$ cat config.mk
export PLATFORM = sky130hd
export DESIGN_NAME = pe_cell_apb_sequencer
export DESIGN_NICKNAME = d
export VERILOG_FILES = /design/src/rtl/pe_cell_apb_sequencer.sv
export SDC_FILE = /design/constraint.sdc
export NUM_CORES = 1
export LEC_CHECK = 0
export ABC_AREA = 1
export ABC_CLOCK_PERIOD_IN_PS = 3630
export CORE_MARGIN = 10
export CORE_UTILIZATION = 40
export CTS_CLUSTER_DIAMETER = 30
export DETAILED_ROUTE_END_ITERATION = 7
export SYNTH_ARGS = -nofsm -noshare
export SYNTH_HDL_FRONTEND = slang
export SYNTH_SLANG_ARGS = --single-unit
$ cat constraint.sdc
create_clock -name clk -period 3.63 [get_ports clk]
set_input_delay 0.9075 -clock clk [delete_from_list [all_inputs] [get_ports clk]]
set_output_delay 0.9075 -clock clk [all_outputs]
set_load 0.02 [all_outputs]
$ cat src/rtl/pe_cell_apb_sequencer.sv
// Queued APB master: commands are buffered in a small FIFO and issued one at a
// time as APB transfers once pe_busy is low; one response is returned per command.
module pe_cell_apb_sequencer #(
    parameter int WID_PADDR = 8,
    parameter int WID_PDATA = 32,
    parameter int DEPTH     = 8,
    parameter int TIMEOUT   = 255
) (
    input  logic                       clk,
    input  logic                       rst,
    input  logic                       cmd_valid,
    output logic                       cmd_ready,
    input  logic                       cmd_write,
    input  logic [WID_PADDR-1:0]       cmd_addr,
    input  logic [WID_PDATA-1:0]       cmd_wdata,
    input  logic                       pe_busy,
    output logic                       psel,
    output logic                       penable,
    output logic                       pwrite,
    output logic [WID_PADDR-1:0]       paddr,
    output logic [WID_PDATA-1:0]       pwdata,
    input  logic [WID_PDATA-1:0]       prdata,
    input  logic                       pready,
    output logic                       rsp_valid,
    output logic                       rsp_write,
    output logic [WID_PDATA-1:0]       rsp_rdata,
    output logic                       rsp_err,
    output logic [$clog2(DEPTH):0]     fifo_count,
    output logic                       idle
);
    localparam int PW = $clog2(DEPTH);
    localparam int CW = $clog2(TIMEOUT + 1);
    localparam int EW = 1 + WID_PADDR + WID_PDATA;

    typedef enum logic [1:0] {IDLE, SETUP, ACCESS, RESP} state_t;

    state_t          state, state_nxt;
    logic [EW-1:0]   mem [DEPTH];
    logic [PW-1:0]   wr_ptr, rd_ptr;
    logic [PW:0]     count;
    logic [CW-1:0]   tcnt;
    logic            push, pop, done_ok, done_to;

    assign cmd_ready  = (count < (PW+1)'(DEPTH));
    assign push       = cmd_valid & cmd_ready;
    assign pop        = (state == IDLE) && (count != '0) && !pe_busy;
    assign done_ok    = (state == ACCESS) && pready;
    assign done_to    = (state == ACCESS) && !pready && (tcnt == CW'(TIMEOUT - 1));
    assign fifo_count = count;
    assign idle       = (count == '0) && (state == IDLE);

    // FIFO storage, written on push (no reset needed for the data array)
    always_ff @(posedge clk) begin
        if (push) mem[wr_ptr] <= {cmd_write, cmd_addr, cmd_wdata};
    end

    // FIFO pointers and occupancy; pointers wrap naturally at DEPTH
    always_ff @(posedge clk) begin
        if (rst) begin
            wr_ptr <= '0;
            rd_ptr <= '0;
            count  <= '0;
        end else begin
            if (push) wr_ptr <= wr_ptr + 1'b1;
            if (pop)  rd_ptr <= rd_ptr + 1'b1;
            case ({push, pop})
                2'b10:   count <= count + 1'b1;
                2'b01:   count <= count - 1'b1;
                default: count <= count;
            endcase
        end
    end

    // FSM state register
    always_ff @(posedge clk) begin
        if (rst) state <= IDLE;
        else     state <= state_nxt;
    end

    // Next-state logic and APB/response strobes decoded from state
    always_comb begin
        state_nxt = state;
        psel      = 1'b0;
        penable   = 1'b0;
        rsp_valid = 1'b0;
        case (state)
            IDLE:    if (pop) state_nxt = SETUP;
            SETUP: begin
                psel      = 1'b1;
                state_nxt = ACCESS;
            end
            ACCESS: begin
                psel    = 1'b1;
                penable = 1'b1;
                if (done_ok || done_to) state_nxt = RESP;
            end
            RESP: begin
                rsp_valid = 1'b1;
                state_nxt = IDLE;
            end
            default: state_nxt = IDLE;
        endcase
    end

    // Bus address/data loaded at pop and held until the next pop
    always_ff @(posedge clk) begin
        if (rst) begin
            pwrite <= 1'b0;
            paddr  <= '0;
            pwdata <= '0;
        end else if (pop) begin
            {pwrite, paddr, pwdata} <= mem[rd_ptr];
        end
    end

    // Wait-state counter, live only in ACCESS
    always_ff @(posedge clk) begin
        if (rst || state != ACCESS) tcnt <= '0;
        else if (!pready)           tcnt <= tcnt + 1'b1;
    end

    // Response registers captured at the end of ACCESS
    always_ff @(posedge clk) begin
        if (rst) begin
            rsp_write <= 1'b0;
            rsp_rdata <= '0;
            rsp_err   <= 1'b0;
        end else if (done_ok) begin
            rsp_write <= pwrite;
            rsp_rdata <= pwrite ? '0 : prdata;
            rsp_err   <= 1'b0;
        end else if (done_to) begin
            rsp_write <= pwrite;
            rsp_rdata <= '0;
            rsp_err   <= 1'b1;
        end
    end
endmodule

* After elaboration in Yosys (flattened, before gate mapping)
Memories as Yosys holds them, arrays and structs flattened. A register that Yosys moved wholly into a read port is not among the register bits. Index checks and enable logic that the tools add are counted.
Word-level totals: flip-flop bits (word level) 54, memory bits (writable) 328, memories 1, output and inout bits 84
Memory list:
- mem | words 8, width 41, read ports 1, clocked after memory_dff 1, wr ports 1, RTL line 38 | logic [EW-1:0] mem [DEPTH];
Cells by class: bitwise logic cells 1, add/sub/neg operators 5, equality and inequality tests 9, muxes and demuxes 14, order comparisons 1, reduce and logical (&&, ||, !) cells 18
Operators with widths (number):
- $mux 32 | 3
- $add 8x1->8 const B | 1
- $eq 8x8->1 const B | 1
- $pmux 2 s4 | 1
- $pmux 4 s2 | 1
- $mux 1 | 7
- $add 3x1->3 const B | 2
- $eq 2x2->1 const B | 3
- $logic_and 1x1->1 | 6
- $add 4x1->4 const B | 1
- $eq 2x1->1 const B | 2
- $logic_not 4->1 | 1
- $lt 4x4->1 const B | 1
- $mux 2 | 2
- $ne 2x2->1 const B | 2
- $reduce_bool 2->1 | 2
- $reduce_bool 4->1 | 1
- $reduce_or 2->1 | 2
- $sub 4x1->4 const B | 1
- $logic_not 1->1 | 2
- $logic_not 2->1 | 1
- $logic_or 1x1->1 | 2
- $ne 2x1->1 const B | 1
- $reduce_and 2->1 | 1
- $and 1x1->1 | 1

* Depth between registers and ports, before layout
Gate-level depths: netlist (run 1).
depth after elaboration 6, gate-level depth with buffers 18, depth with buffers taken out 16

* Worst setup path before layout (run 1)
No wires, ideal clock.
kind in2reg, start input cmd_valid, end memory mem[0][0] in the netlist's numbering (enable), arrival 2.983 ns, data required time 3.191 ns, cell stages on the path 4, slack 0.208 ns, path buffers 0, cell sequence nand2_1 -> inv_1 -> nand2_1 -> nor2_1
On the way: word-level cells in the longest chain between the ends 3
Ends and longest elaborated chain:
- start: declaration | RTL line 11 | input logic cmd_valid,
- $and 1x1->1 | RTL line 45 | assign push = cmd_valid & cmd_ready;
- $mux 1 | RTL line 54 | if (push) mem[wr_ptr] <= {cmd_write, cmd_addr, cmd_wdata};
- $mux 1 (implied by the code) | RTL line 54
- end: declaration | RTL line 38
Every way passes these cells.

* Final worst setup path (run 1)
start register state[0], end output idle
On the way: word-level cells in the longest chain between the ends 2
Ends and longest elaborated chain:
- start: declaration | RTL line 37 | state_t state, state_nxt;
- start signal: assignment | RTL line 77 | else state <= state_nxt;
- $logic_not 2->1 | RTL line 50 | assign idle = (count == '0) && (state == IDLE);
- $logic_and 1x1->1 | RTL line 50
- end: declaration | RTL line 29 | output logic idle
Every way passes these cells.

==> results of run 1 <==
==> critical path: stages, from the launching register on <==
cell and delay, ns:
dfxtp_1 0.31, inv_1 0.12, ha_1 0.19, inv_1 0.07, nor2_1 0.13, clkdlybuf4s50_1 0.64
==> logic make-up after synthesis <==
kind of cell | share of synthesized area
xor gates and xnor gates | 0.00158
buffers and inverters | 0.0508
adders and majority gates | 0.00825
DFF | 0.704
AOI/OAI and AO/OA | 0.105
and+or+nand+nor | 0.130
==> state kept, by name, indices dropped and copies added, names as in the netlist, 2 cells and up <==
name,cells
rsp_rdata,32
rd_ptr,3
pwdata,32
fifo_count,4
wr_ptr,3
paddr,8
tcnt,8
mem,328
state,2
==> routing by layer <==
layer / vias up / track usage / wire length (um)
li1: 5569 / - / -
met1: 5629 / 0.202 / 18200
met2: 351 / 0.260 / 19300
met3: 70 / 0.0455 / 2900
met4: 0 / 0.0708 / 835
met5: - / 0 / 0
==> final timing paths <==
| path | end | slack, ns | cells past startpoint |
|---|---|---|---|
| min reg2reg | rsp_err$_SDFFE_PP0P_ | 0.44 | 2 |
| min | rsp_err$_SDFFE_PP0P_ | 0.44 | 2 |
| max | idle | 0.69 | 5 |
| max reg2reg | pwdata[3]$_SDFFE_PP0P_ | 1.40 | 10 |
==> synth_stat cells <==
| master | count |
|---|---|
| xor2_1 | 1 |
| o211ai_1 | 64 |
| dfxtp_1 | 95 |
| ha_1 | 11 |
| nor3b_1 | 1 |
| buf_2 | 32 |
| o21bai_1 | 1 |
| nor2_2 | 2 |
| inv_1 | 91 |
| xnor2_1 | 2 |
| inv_2 | 7 |
| o21ai_0 | 152 |
| a21oi_1 | 82 |
| nand2_2 | 1 |
| nand3_1 | 125 |
| nor3_1 | 1 |
| nor2_1 | 221 |
| edfxtp_1 | 328 |
| o21ai_1 | 1 |
| clkbuf_1 | 35 |
| buf_4 | 19 |
| and3_1 | 1 |
| nand4_1 | 2 |
| nand3_2 | 1 |
| nand2_1 | 173 |
| buf_6 | 4 |
| a21oi_2 | 10 |
| a31oi_1 | 1 |
==> report_power, final <==
group          total (W)  leakage (nW)  internal, W  switching, W
clock network    0.00875          1.61      0.00608       0.00268
registers        0.00591          3.75      0.00571      0.000194
logic            0.00395          2.61      0.00143       0.00252
==> through the flow <==
| stage | hold slack [ns] | area, um2 | cells |
|---|---|---|---|
| 2_1_floorplan | 0.452 | 16700 | 1464 |
| 3_3_place_gp | 0.439 | 18900 | 2093 |
| 3_5_place_dp | 0.439 | 18900 | 2093 |
| 4_1_cts | 0.445 | 22200 | 2271 |
| 5_1_grt | 0.482 | 22200 | 2275 |
| 6_report | 0.445 | 22200 | 2277 |
==> area by class of cell <==
| class | instances | area [um2] | share of cell area |
|---|---|---|---|
| sequential | 423 | 11800 | 0.529 |
| multi-input combinational | 853 | 4150 | 0.187 |
| clock buffer | 111 | 2510 | 0.113 |
| timing repair buffer | 187 | 1930 | 0.0869 |
| clock inverter | 67 | 822 | 0.0370 |
| tap | 532 | 666 | 0.0300 |
| inverter | 98 | 370 | 0.0167 |
| antenna | 6 | 15.0 | 0.000676 |
==> results.yml, run 1 <==
run_status:
  status: "finished clean"
clock_tree:
  cts-buffers-inserted: 94
  clkLatencyLatePin_ns: 0.60
  holdBufCountCts: 0
  cts_tree: "done"
  cts_resized: 0
  cts.path.max_buffers: 3
  post_cts_buffers: 0
  clkSinkCount: 423
  root_buffer: "clkbuf_16"
  clkTransAtPathRegs_ns: 0.04
  h-tree-depth: 3
finish:
  nFillCells: 3415
  utilization: 0.542
  post_route_cells_drive_above_1_share: 0.124
  final_common_cell: "edfxtp_1"
  area_delta_synth_final_pct: 33.2
  final_cell_mix: "edfxtp_1, nor2_1, nand2_1"
  layout.nets: 1746
critical_path:
  path_class: "register to output port"
  required_ns: 2.72
  worst_setup_path_end_kind: "output port"
  crit-reg2reg-launch: "state[0]$_SDFFE_PP0P_"
  cp-start-kind: "register"
  arrival_ns: 2.03
  cp-startpoint: "state[0]$_SDFFE_PP0P_"
  crit_fanout: 4
pwr:
  p_leak_nw: 7.97
  power.density_nw_per_um2: 838
  power_w: 0.0186
  ir_drop_v: 0.000537
global_routing:
  track_usage: 0.162
  grt-ovfl-total: 0
  antenna_found_initial: 6
  grt_pass1_vias: 11753
  grt_pass1_wl_mm: 64.9
  grt_max_degree: 230
synth:
  syn_area_um2: 16700
  synth_cell_types: 28
  yosys.area.top_type: "edfxtp_1"
  synthTopCellsByArea: "edfxtp_1, dfxtp_1, nor2_1, o21ai_0, nand2_1"
  syn_inst: 1464
  syn_avg_cell_area_um2: 11.4
  yosys_warnings: 0
  synth.top_cell.area_share: 0.590
  ys_ff_latch: 423
  yosysSeqAreaShare: 0.704
  synth_nets: 1553
die:
  die_h_um: 224
  start_util: 0.407
  die_w_um: 224
  io_pins: 162
  core-area_um2: 41000
  floorplan.rows: 74
  dieArea_um2: 50300
sta:
  fin_skew_ns: 0.0205
  finalCritPeriodShare: 0.810
  setup_violations: 0
  hold_viol_final: 0
  tns_ns: 0
  tightest_slew_ns: 1.14
  worst_slack_ns: 0.689
  period_needed_ns: 2.94
  max_freq_ghz: 0.340
  rsz0062_at_grt: "false"
  slew_headroom: 0.237
  slew_violations: 0
drt:
  drc: 0
  postRouteAntennaNets: 0
  drt_wl_total_mm: 41.2
  drt-initial-drc-count: 855
  wl_per_cell_um: 18.1
  viasPerCell: 5.10
  dr.pass1.iters: 7
  via_count: 11619
place:
  port-buffer-count: 161
  pre_cts_ws_ns: 0.680
  routabilityCongestion: 0.758
  place_hpwl_mm: 22.6
hold_path:
  hold_path_class: "register to register"
  hp-start: "rsp_err$_SDFFE_PP0P_"
flow_run:
  max_cap_violations: 0
No activity file was read; power rests on OpenSTA's default activity.
==> run 2, diff against run 1 <==
--- a/config.mk
+++ b/config.mk
@@ -6,7 +6,7 @@
 export NUM_CORES = 1
 export LEC_CHECK = 0
 export ABC_AREA = 1
-export ABC_CLOCK_PERIOD_IN_PS = 3630
+export ABC_CLOCK_PERIOD_IN_PS = 2800
 export CORE_MARGIN = 10
 export CORE_UTILIZATION = 40
 export CTS_CLUSTER_DIAMETER = 30
==> constraint.sdc (replaced) <==
create_clock -name clk -period 2.8 [get_ports clk]
set_input_delay 0.7 -clock clk [delete_from_list [all_inputs] [get_ports clk]]
set_output_delay 0.7 -clock clk [all_outputs]
set_load 0.02 [all_outputs]
==> run 2 against run 1 <==
Compared with the run above: sequential cell count unchanged; global-route usage decreased by 0.45 points; first-iteration DRC count increased by 4.9%; worst hold slack improved by 0.0029 ns; non-clock buffer count increased by 4; clock power increased by 26%; utilization decreased by 0.098 points; clock skew increased by 0.0047 ns; total power increased by 28%; wire length decreased by 1.8%; critical endpoint is now psel; largest power group unchanged; highest routed layer unchanged.
==> results.yml, run 2 (synthesized netlist as in run 1, its figures left out) <==
clock_tree:
  cts-buffers-inserted: 92
  post_cts_buffers: 0
  cts.path.max_buffers: 3
  cts_resized: 0
  cts_tree: "done"
  clkTransAtPathRegs_ns: 0.04
  holdBufCountCts: 0
  clkSinkCount: 423
  h-tree-depth: 3
  clkLatencyLatePin_ns: 0.60
  root_buffer: "clkbuf_16"
finish:
  area_delta_synth_final_pct: 32.9
  layout.nets: 1748
  nFillCells: 3417
  final_cell_mix: "edfxtp_1, nor2_1, nand2_1"
  largest_registers: "mem x328, pwdata x32, rsp_rdata x32"
  regMostFlops: "mem"
  area.sequential_um2: 11800
  final_common_cell: "edfxtp_1"
  multi_input_area_um2: 4150
  post_route_cells_drive_above_1_share: 0.121
  largest_reg_flops: 328
hold_path:
  hold_depth: 2
  hold-path-endpoint: "rsp_err$_SDFFE_PP0P_"
  hp-start: "rsp_err$_SDFFE_PP0P_"
  hold_path_class: "register to register"
flow_run:
  max_cap_violations: 0
drt:
  postRouteAntennaNets: 0
  drt_wl_total_mm: 40.5
  drt-initial-drc-count: 897
  viasPerCell: 5.02
  via_count: 11398
  drc: 0
  wl_per_cell_um: 17.8
  dr.pass1.iters: 5
critical_path:
  crit-reg2reg-launch: "state[0]$_SDFFE_PP0P_"
  r2r_slack_ns: 0.63
  required_ns: 2.10
  crit_fanout: 4
  worst_setup_path_end_kind: "output port"
  reg2reg_to: "fifo_count[2]$_SDFFE_PP0P_"
  rr_worst_depth: 15
  path_class: "register to output port"
  cp-start-kind: "register"
  arrival_ns: 1.99
place:
  routabilityCongestion: 0.760
  port-buffer-count: 161
  place_hpwl_mm: 23.3
sta:
  tightest_slew_ns: 0.964
  fin_skew_ns: 0.0251
  hold_viol_final: 0
  slew_headroom: 0.356
  max_freq_ghz: 0.372
  tns_ns: 0
  setup_violations: 0
  finalCritPeriodShare: 0.959
  period_needed_ns: 2.69
  slew_violations: 0
  rsz0062_at_grt: "false"
global_routing:
  grt_max_degree: 185
  grt-ovfl-total: 0
  grt_pass1_vias: 11408
  antenna_found_initial: 1
  grt_pass1_wl_mm: 63.4
  track_usage: 0.158
pwr:
  internal_power_w: 0.0169
  swShare: 0.290
  power.density_nw_per_um2: 1070
  p_leak_nw: 7.98
  ir_drop_v: 0.000668
  switchingPower_w: 0.00691
  seqPwrFrac: 0.322
  clkPwrFrac: 0.462
  power_w: 0.0238
  combPwrFrac: 0.216
die:
  io_pins: 162
  core-area_um2: 41000
  floorplan.rows: 74
  dieArea_um2: 50300
  die_w_um: 224
  start_util: 0.407
  die_h_um: 224
run_status:
  status: "finished clean"
run 2: cell types whose count changed in the layout (fill, tap and decap cells not counted), sizes merged:
cell           before  now
clkdlybuf4s50     161  160
diode               6    1
clkinv             32   31
buf                26   30
bufinv             16   13
dlymetal6s2s        0    1
clkinvlp            9    6
clkbuf            111  120
inv               108  101
run 2: power groups by stage:
stage	registers [W]	logic, W	clock network, W
floorplan	0.00811	0.00306	0
global placement	0.00777	0.00511	0
detailed placement	0.00778	0.00519	0
CTS	0.00769	0.00522	0.0112
global route	0.00774	0.00573	0.0115
finish	0.00768	0.00514	0.0110
run 2: layout make-up:
type / count / area share
Sequential cell: 423 / 0.530
Tap cell: 532 / 0.0300
Clock buffer: 120 / 0.116
Timing Repair Buffer: 191 / 0.0903
Clock inverter: 53 / 0.0303
Multi-Input combinational cell: 853 / 0.187
Antenna cell: 1 / 0.000113
Inverter: 98 / 0.0167
run 2: worst max-delay path: stages, from the launching register on:
cell and delay, ns:
dfxtp_1 0.37, inv_1 0.08, ha_1 0.30, clkdlybuf4s50_1 0.65
run 2: worst max path at each step:
stage / end / cells past startpoint / startpoint
floorplan: mem[0][0]$_DFFE_PP_ / 4 / cmd_valid
global placement: fifo_count[2]$_SDFFE_PP0P_ / 13 / pe_busy
detailed placement: fifo_count[2]$_SDFFE_PP0P_ / 13 / pe_busy
CTS: idle / 5 / state[0]$_SDFFE_PP0P_
global route: psel / 3 / state[1]$_SDFFE_PP0P_
finish: psel / 3 / state[1]$_SDFFE_PP0P_
run 2: stage by stage:
step / hold WS (ns) / area (um2) / utilization / worst slack, ns / cells
finish: 0.448 / 22200 / 0.541 / 0.114 / 2271
floorplan: 0.452 / 16700 / - / -0.415 / 1464
detailed placement: 0.446 / 18900 / 0.462 / 0.169 / 2097
global placement: 0.435 / 18900 / 0.462 / 0.233 / 2097
global route: 0.487 / 22200 / 0.541 / 0.0480 / 2270
CTS: 0.452 / 22200 / 0.541 / 0.0538 / 2270
run 2: per-layer routing:
layer  track usage  part of all wire
met1         0.201              0.44
met2         0.253              0.47
met3        0.0422             0.067
met4        0.0601             0.020
met5             0                 0
